### src/rtl/counter_pkg.sv
// rtl/counter_pkg.sv - shared BCD counter constants, digit type and clamp helper
package counter_pkg;

  localparam int CNT_DIG_W        = 4;
  localparam int CNT_ONES_MAX_DEF = 9;
  localparam int CNT_TENS_MAX_DEF = 5;

  typedef logic [CNT_DIG_W-1:0] digit_t;

  // Out-of-range preset values saturate to the digit maximum instead of being stored.
  function automatic digit_t clamp_digit(input digit_t val, input digit_t max);
    return (val > max) ? max : val;
  endfunction

endpackage

### src/rtl/bcd_down_digit.sv
// rtl/bcd_down_digit.sv - one BCD down-counting digit with explicit wrap and borrow
module bcd_down_digit
  import counter_pkg::*;
#(
  parameter digit_t MAX = digit_t'(CNT_ONES_MAX_DEF)
) (
  input  logic   clk,
  input  logic   rst,
  input  logic   en,
  input  logic   load,
  input  digit_t load_val,
  input  logic   stop,
  output digit_t digit,
  output logic   borrow
);

  always_ff @(posedge clk or negedge rst) begin
    if (!rst) begin
      digit <= '0;
    end else if (load) begin
      digit <= load_val;
    end else if (en) begin
      if (digit == '0) begin
        // stop freezes the digit at zero instead of wrapping to MAX
        if (!stop) begin
          digit <= MAX;
        end
      end else begin
        digit <= digit - digit_t'(1);
      end
    end
  end

  assign borrow = en && (digit == '0);

endmodule

### src/rtl/counter_down_mod60.sv
// rtl/counter_down_mod60.sv - two-digit BCD down-counter; COUNTER_DOWN_STOP_EN selects one-shot mode
module counter_down_mod60
  import counter_pkg::*;
#(
  parameter logic [CNT_DIG_W-1:0] ONES_MAX = CNT_DIG_W'(CNT_ONES_MAX_DEF),
  parameter logic [CNT_DIG_W-1:0] TENS_MAX = CNT_DIG_W'(CNT_TENS_MAX_DEF)
) (
  input  logic                 clk,
  input  logic                 rst,
  input  logic                 en,
  input  logic                 load,
  input  logic [CNT_DIG_W-1:0] load_ones,
  input  logic [CNT_DIG_W-1:0] load_tens,
  output logic [CNT_DIG_W-1:0] cnt_ones,
  output logic [CNT_DIG_W-1:0] cnt_tens,
  output logic                 bout,
  output logic                 zero
);

  digit_t ones_load_val;
  digit_t tens_load_val;
  logic   ones_borrow;
  logic   tens_borrow;
  logic   stop;
  logic   bout_set;

  assign ones_load_val = clamp_digit(load_ones, ONES_MAX);
  assign tens_load_val = clamp_digit(load_tens, TENS_MAX);

  assign zero = (cnt_tens == '0) && (cnt_ones == '0);

`ifdef COUNTER_DOWN_STOP_EN
  // One-shot: hold at 00, and flag the 01->00 step rather than the wrap.
  assign stop     = zero;
  assign bout_set = en && !load && (cnt_tens == '0) && (cnt_ones == digit_t'(1));
`else
  assign stop     = 1'b0;
  assign bout_set = en && !load && zero;
`endif

  bcd_down_digit #(
    .MAX(ONES_MAX)
  ) u_ones (
    .clk     (clk),
    .rst     (rst),
    .en      (en),
    .load    (load),
    .load_val(ones_load_val),
    .stop    (stop),
    .digit   (cnt_ones),
    .borrow  (ones_borrow)
  );

  // Tens advances on the ones borrow, keeping everything on one clock.
  bcd_down_digit #(
    .MAX(TENS_MAX)
  ) u_tens (
    .clk     (clk),
    .rst     (rst),
    .en      (ones_borrow),
    .load    (load),
    .load_val(tens_load_val),
    .stop    (stop),
    .digit   (cnt_tens),
    .borrow  (tens_borrow)
  );

  always_ff @(posedge clk or negedge rst) begin
    if (!rst) begin
      bout <= 1'b0;
    end else begin
      bout <= bout_set;
    end
  end

  logic unused_borrow;
  assign unused_borrow = tens_borrow;

endmodule

### config.mk
export PLATFORM = sky130hd
export DESIGN_NAME = counter_down_mod60
export DESIGN_NICKNAME = d
export VERILOG_FILES = /design/src/rtl/counter_pkg.sv /design/src/rtl/bcd_down_digit.sv /design/src/rtl/counter_down_mod60.sv
export SDC_FILE = /design/constraint.sdc
export NUM_CORES = 1
export LEC_CHECK = 0
export BUFFER_PORTS_ARGS = -buffer_cell sky130_fd_sc_hd__clkbuf_2
export CORE_AREA = 5 5 42 44
export CTS_CLUSTER_SIZE = 40
export DETAILED_ROUTE_END_ITERATION = 10
export DIE_AREA = 0 0 47 49
export SLEW_MARGIN = 20
export SYNTH_ARGS = -nofsm -noshare
export SYNTH_HDL_FRONTEND = slang
export SYNTH_SLANG_ARGS = --single-unit
### constraint.sdc
create_clock -name clk -period 2.2 [get_ports clk]
set_clock_uncertainty 0.1 [all_clocks]
set_input_delay 0.44 -clock clk [delete_from_list [all_inputs] [get_ports clk]]
set_output_delay 0.44 -clock clk [all_outputs]
set_load 0.05 [all_outputs]
==> metrics.md, run 1 <==
| Metric | Value |
|---|---|
| CP cell instances | or4_4 > nor4b_4 > clkbuf_8 |
| Worst min path class | input pin to flop |
| Setup WS pre-CTS | 0.1338 ns |
| Largest fanout on the critical path | 2 |
| Synth top area share | 48.52% |
| Final HPWL DP | 846.4 um |
| Number of global-route vias before repair | 409 |
| Synth area leaders | dfrtp_1 49%, o21ai_0 4.3%, nor2_1 4.0% |
| Simple-Gate Fraction of Synth Area | 23.18% |
| Placed Cells | 83 |
| Asr flop ratio synth | 100.0% |
| R2R Path End | u_tens.digit[1] |
| FMAX | 451.3 MHz |
| Post-Synth Adder-Cell Area | 0% |
| Slew HR | approximately three quarters |
| Drt wl/cell | 12.16 um |
| Starting Density | 33.12% |
| FF-to-FF Start | u_ones.digit[1] |
| Cell Count, Final, Fillers Out | around 90 |
| Crit path from | u_tens.digit[0] |
| DRC viols | 0 |
| Inserted Clock Buffers | 3 |
| Clock transition at the registers of the reported paths | 0.06 ns |
| #FFs+latches synth | 9 |
| Violated checks | setup timing |
| WL final | 1107 um |
| MaxCap Viol Count | 0 |
| Vias | between 400 and 500 |
| Data arrival, critical path | 1.68 ns |
| Worst hold slack | 0.2965 ns |
| Maximum clock path buffer count | 2 |
| Clk_lat worst skew | 0.26 ns |
| Post-layout min period | around 2.2 ns |
| Register area share after synthesis | approximately 49% |
| Main synth FF type | dfrtp_1 |
| CP peak stage delay | 0.56 ns |
| Mapped Area | 464.2 um2 |
| Post-synthesis mux area share | 2.156% |
| Largest family of logic cells by synthesized area | simple AND/OR/NAND/NOR gates |
| Power, Total | 0.4738 mW |
| Status | complete, but fails checks |
| Reg2Reg Depth | 4 |
| EDFF count, synth | 0 |
| Final hold violation count | 0 |
| Final Setup Violations | 1 |
| Leading area contributor after synthesis | dfrtp_1 |
| Final slew viol count | 0 |
| CP Capture Type | output pin |
| Pleak | 0.3057 nW |
| Total gr overflow | 0 |
| Worst endpoint required time | 1.66 ns |
| CP Buf/Inv Count | 1 |
| Critical path endpoint | zero |
| Setup Crit Path Kind | flop to output pin |
| CP top delay family | simple AND/OR/NAND/NOR gates |
| Die Area | between 0.002 and 0.0025 mm2 |
| Syn-to-layout area delta | 44.74% |
| PortBufs | 21 |
| Cell variety after synth | 25 |
| Antenna violations before repair | 0 |
| Clock Sinks | 9 |
| Critical Path Slowest Stage Cell | or4_4 |
| Gpl congestion | 0.7162 |
| Final core occ | 47.95% |
| Initial DRC count | 4 |
| Critical path launch point type | flop |
| Top-count cell post-synth | dfrtp_1 |
| Largest net degree at the start of global routing | 10 |
| Worst VDD drop | about 430 uV |
| Average size of a mapped cell | 9.671 um2 |
| Die width | 47 um |
| # rows | 14 |
| Post-Synth XOR/XNOR Area | between 5 and 6% |
| Routed Antenna Nets | 0 |
| CTS root buf | clkbuf_4 |
| Syn Nets | 60 |
| Final WS setup | -0.01568 ns |
| Crit path depth | 3 |
| Post-layout nets | 88 |
| DIE HEIGHT | 49 um |
| H-tree depth | 1 |
| First-pass GRT wire length | ~1700 um |
| Clock tree from TritonCTS | done |
| Least-Margin Pin Slew | 0.3833 ns |
| Yosys warns | 0 |
| TritonRoute pass-1 iters | 2 |
| Internal reg-to-reg setup slack | around 0.35 ns |
| PD cells | slightly above 700 mW/mm2 |
| GRT Util Overall | 10.85% |
| Layout cells sized above 1 | between 40% and 50% |
| Synth Instances | 48 |
| Ant diodes | 0 |
| Commonest cells in the netlist | 9 x dfrtp_1, 5 x nor2_1, 4 x o21ai_0, 3 x a21oi_1, 3 x nor3_1 |
| Compound-Gate Fraction of Synth Area | 17.79% |
| I/O pin count | 22 |
| Post-DR vias/cell | approximately 4.9 |
| Setup repair after global routing missed its margin | true |
| Core area | 0.001401 mm2 |
| Tcrit/Tclk final | 100.7% |
==> registers in the layout, indices dropped and copies added, names as in the netlist <==
signal	cells
u_ones.digit	4
u_tens.digit	4
bout	1
==> worst min-delay path, cell delays in order <==
cell and delay (ns):
clkbuf_2 0.09, nand2_1 0.04, o21ai_0 0.06
==> through the flow <==
stage	TNS, ns	cell area, um2
5_1_grt	-0.07464	671.9
3_5_place_dp	0	604.3
2_1_floorplan	-0.09400	488.0
3_3_place_gp	0	604.3
6_report	-0.01568	671.9
4_1_cts	-0.02566	671.9
==> power by group <==
| part | internal [mW] | switching, mW | leakage, nW |
|---|---|---|---|
| Combinational | 0.0488 | 0.0939 | 0.185 |
| Clock | 0.0701 | 0.0614 | 0.0150 |
| Sequential | 0.181 | 0.0182 | 0.106 |
| Total | 0.300 | 0.174 | 0.306 |
==> layout by cell type, fill, tap and decap left out, drive strengths merged <==
master,count
nor3,3
xor2,1
o21a,2
or4,2
and3,1
dlygate4sd3,1
o31ai,1
o311a,1
buf,3
nand2,2
or2b,1
nor4b,1
o21ai,4
a2111oi,1
a31oi,1
nor3b,1
nor2,5
a21oi,3
xnor2,2
nor4,1
or2,1
or3b,1
mux2i,1
clkbuf,25
dfrtp,9
inv,1
==> layout make-up <==
type,count,area [um2]
repair buffers,25,146.4
flip-flops and latches,9,230.2
fillers,143,729.5
well taps,16,20.02
inverters,1,3.754
multi-input cells,36,245.2
clock buffers,4,26.28
==> per-layer routing <==
layer | part of all wire (%) | track usage [%]
met1 | 42 | 13.03
met2 | 47 | 14.71
met3 | 8.3 | 3.321
met4 | 2.6 | 9.677
met5 | 0 | 0
==> worst min-delay path by stage <==
stage / from / cells past startpoint / end / slack [ns]
after CTS: load_ones[1] / 3 / u_ones.digit[1] / 0.29
after floorplan: rst / 0 / bout / 0.04
after detailed placement: rst / 1 / u_tens.digit[2] / 0.22
final: load_ones[1] / 3 / u_ones.digit[1] / 0.30
after global placement: rst / 1 / u_tens.digit[2] / 0.21
after global routing: load_ones[1] / 3 / u_ones.digit[1] / 0.30
==> cells by family (layout without fill, tap and decap cells) <==
logic type | Yosys count | count (layout)
buffers and inverters | 3 | 30
multiplexers | 1 | 1
XOR/XNOR | 3 | 3
AND/OR/NAND/NOR | 19 | 19
flip-flops | 9 | 9
AO/OA/AOI/OAI | 13 | 13
==> repair_timing <==
item | CTS | global route
pin swaps | 2 | 0
hold endpoints to repair | 9 | 0
setup buffers | 3 | 0
resized for setup | 2 | 0
hold buffers | 1 | 0
setup endpoints to repair | 1 | 1
Power figures use the tool's default switching activity.
==> run 2, diff against run 1 <==
- CORE_AREA: 5 5 42 44 -> 2 2 39 41
- DIE_AREA: 0 0 47 49 -> 0 0 41 43
==> run 2 against run 1 <==
  * Highest routed layer is now met3
  * Clock power barely moved
  * The flow still finishes with violations (setup timing)
  * Largest cell class unchanged
  * Worst hold slack better by 0.0082 ns
  * Die area shrank 23%
  * Largest power group unchanged
  * Critical endpoint unchanged
  * Via count rose by 1.6%
==> metrics.md, run 2 (synthesis gave the netlist of run 1 again) <==
| Metric | Value |
|---|---|
| Status | complete, but fails checks (unchanged) |
| Violated checks | setup timing (unchanged) |
| Commonest non-fill, non-tap cell in the layout | clkbuf_2 (unchanged) |
| TNS Setup | -0.0007564 ns (was -0.01568 ns) |
| Worst VDD drop | 321.9 uV (was 431.6 uV) |
| Pleak | 0.3057 nW (unchanged) |
| Largest fanout on the critical path | 2 (unchanged) |
| Setup Crit Path Kind | flop to output pin (unchanged) |
| Clk network pwr share | 27.5% (was 27.8%) |
| Ant diodes | 0 (unchanged) |
| PortBufs | 21 (unchanged) |
| Layout cells sized above 1 | 44.00% (unchanged) |
| Worst min path class | input pin to flop (unchanged) |
| TritonRoute pass-1 iters | 3 (was 2) |
| # rows | 14 (unchanged) |
| Antenna violations before repair | 0 (unchanged) |
| Die Area | 0.001763 mm2 (was 0.002303 mm2) |
| Reg power frac | 42.1% (about the same) |
| Maximum clock path buffer count | 2 (unchanged) |
| Clock transition at the registers of the reported paths | 0.06 ns (about the same) |
| PD cells | 704.1 mW/mm2 (was 705.2 mW/mm2) |
| GRT Util Overall | 15.91% (was 10.85%) |
| Worst endpoint required time | 1.66 ns (about the same) |
| Total gr overflow | 0 (unchanged) |
| Inserted Clock Buffers | 3 (unchanged) |
| Setup repair after global routing missed its margin | true (unchanged) |
| Register cell area after layout | 230.2 um2 (unchanged) |
| Syn-to-layout area delta | 44.74% (unchanged) |
| Drt wl/cell | 11.76 um (was 12.16 um) |
| CTS root buf | clkbuf_4 (unchanged) |
| Internal reg-to-reg setup slack | 0.33 ns (was 0.35 ns) |
| Final WS setup | -0.0007564 ns (was -0.01568 ns) |
| Core area | 0.001384 mm2 (was 0.001401 mm2) |
| Clk_lat worst skew | 0.26 ns (about the same) |
| Final slew viol count | 0 (unchanged) |
| CP peak stage delay | 0.55 ns (was 0.56 ns) |
| Number of global-route vias before repair | 432 (was 409) |
| P_sw | 0.1730 mW (was 0.1735 mW) |
| CP cell instances | or4_4 > nor4b_4 > clkbuf_8 (unchanged) |
| Vias | 449 (was 442) |
| Post-DR vias/cell | 4.934 (was 4.857) |
| Least-Margin Pin Slew | 0.3692 ns (was 0.3833 ns) |
| Clock Sinks | 9 (unchanged) |
| H-tree depth | 1 (unchanged) |
| Most frequent cells in the layout | 20 x clkbuf_2, 5 x nor2_1, 5 x dfrtp_1 (unchanged) |
| Tcrit/Tclk final | 100.0% (was 100.7%) |
| Final hold violation count | 0 (unchanged) |
| Post-layout nets | 88 (unchanged) |
| Multi-input logic area | 245.2 um2 (unchanged) |
| DIE HEIGHT | 43 um (was 49 um) |
| Worst hold slack | 0.3047 ns (was 0.2965 ns) |
| Switching share of power | 36.56% (was 36.62%) |
| Critical Path Slowest Stage Cell | or4_4 (unchanged) |
| Routed Antenna Nets | 0 (unchanged) |
| Pint | 0.3001 mW (was 0.3003 mW) |
| Final Setup Violations | 1 (unchanged) |
| Final core occ | 48.55% (was 47.95%) |
| Initial DRC count | 9 (was 4) |
| DRC viols | 0 (unchanged) |
| I/O pin count | 22 (unchanged) |
| Critical path launch point type | flop (unchanged) |
| Starting Density | 33.54% (was 33.12%) |
| Post-layout min period | 2.201 ns (was 2.216 ns) |
| WL final | 1070 um (was 1107 um) |
| First-pass GRT wire length | 1856 um (was 1656 um) |
| Slew HR | 74.75% (was 73.78%) |
| FMAX | 454.4 MHz (was 451.3 MHz) |
| Gpl congestion | 0.7795 (was 0.7162) |
| Largest net degree at the start of global routing | 10 (unchanged) |
| CP Capture Type | output pin (unchanged) |
| Logic gate share of total power | 30.4% (was 30.1%) |
| Final HPWL DP | 804.6 um (was 846.4 um) |
| Leading registers by flop count | u_ones.digit: 4 flops, u_tens.digit: 4 flops, bout: 1 flops (unchanged) |
| Die width | 41 um (was 47 um) |
| Total of fill cells in the finished design | 140 (was 143) |
| Clock tree from TritonCTS | done (unchanged) |
| Data arrival, critical path | 1.66 ns (was 1.68 ns) |
| Cell Count, Final, Fillers Out | 91 (unchanged) |
| Placed Cells | 83 (unchanged) |
| MaxCap Viol Count | 0 (unchanged) |
run 2: stage by stage:
stage,setup slack (ns),cell area (um2),power (mW)
after floorplan,-0.09400,488.0,0.2986
after global placement,0.1486,604.3,0.3358
after CTS,-0.02031,671.9,0.4787
final,-0.0007564,671.9,0.4731
after global routing,-0.09221,671.9,0.5052
after detailed placement,0.1384,604.3,0.3374
run 2: cell type report:
type	instances	share of cell area, %
Clock buffer	4	3.911
Inverter	1	0.5587
Multi-Input combinational cell	36	36.50
Sequential cell	9	34.26
Tap cell	16	2.980
Timing Repair Buffer	25	21.79
run 2: critical path, delay by kind of cell, from the launching register on:
family | cells | cell delay [ns]
and+or+nand+nor | 2 | 0.78
buffers and inverters | 1 | 0.22
DFF | 1 | 0.40
run 2: layer usage:
layer  wire [um]  track usage [%]  vias up
met5           0                0        -
met4           0            4.000        0
met3          84            9.948        0
met2         525            23.13       15
met1         460            19.21      202
li1            -                -      232
run 2: power groups by stage:
stage / clock network, mW / registers, mW / logic (mW)
after global placement: 0 / 0.205 / 0.131
after floorplan: 0 / 0.255 / 0.0434
after detailed placement: 0 / 0.207 / 0.131
after global routing: 0.145 / 0.203 / 0.157
final: 0.130 / 0.199 / 0.144
after CTS: 0.134 / 0.200 / 0.145
run 2: final timing paths:
path	start	endpoint	cells past startpoint
max	u_tens.digit[0]	zero	3
min	load_ones[1]	u_ones.digit[1]	3
max reg2reg	u_ones.digit[1]	u_tens.digit[1]	4
min reg2reg	u_tens.digit[3]	bout	1
max in group asynchronous	rst	u_ones.digit[3]	2
min in group asynchronous	rst	u_tens.digit[2]	2
run 2: repair_timing:
| action | CTS | global route |
|---|---|---|
| hold endpoints to repair | 9 | 0 |
| resized for setup | 2 | 0 |
| pin swaps | 2 | 0 |
| hold buffers | 1 | 0 |
| setup endpoints to repair | 1 | 1 |
| setup buffers | 3 | 0 |
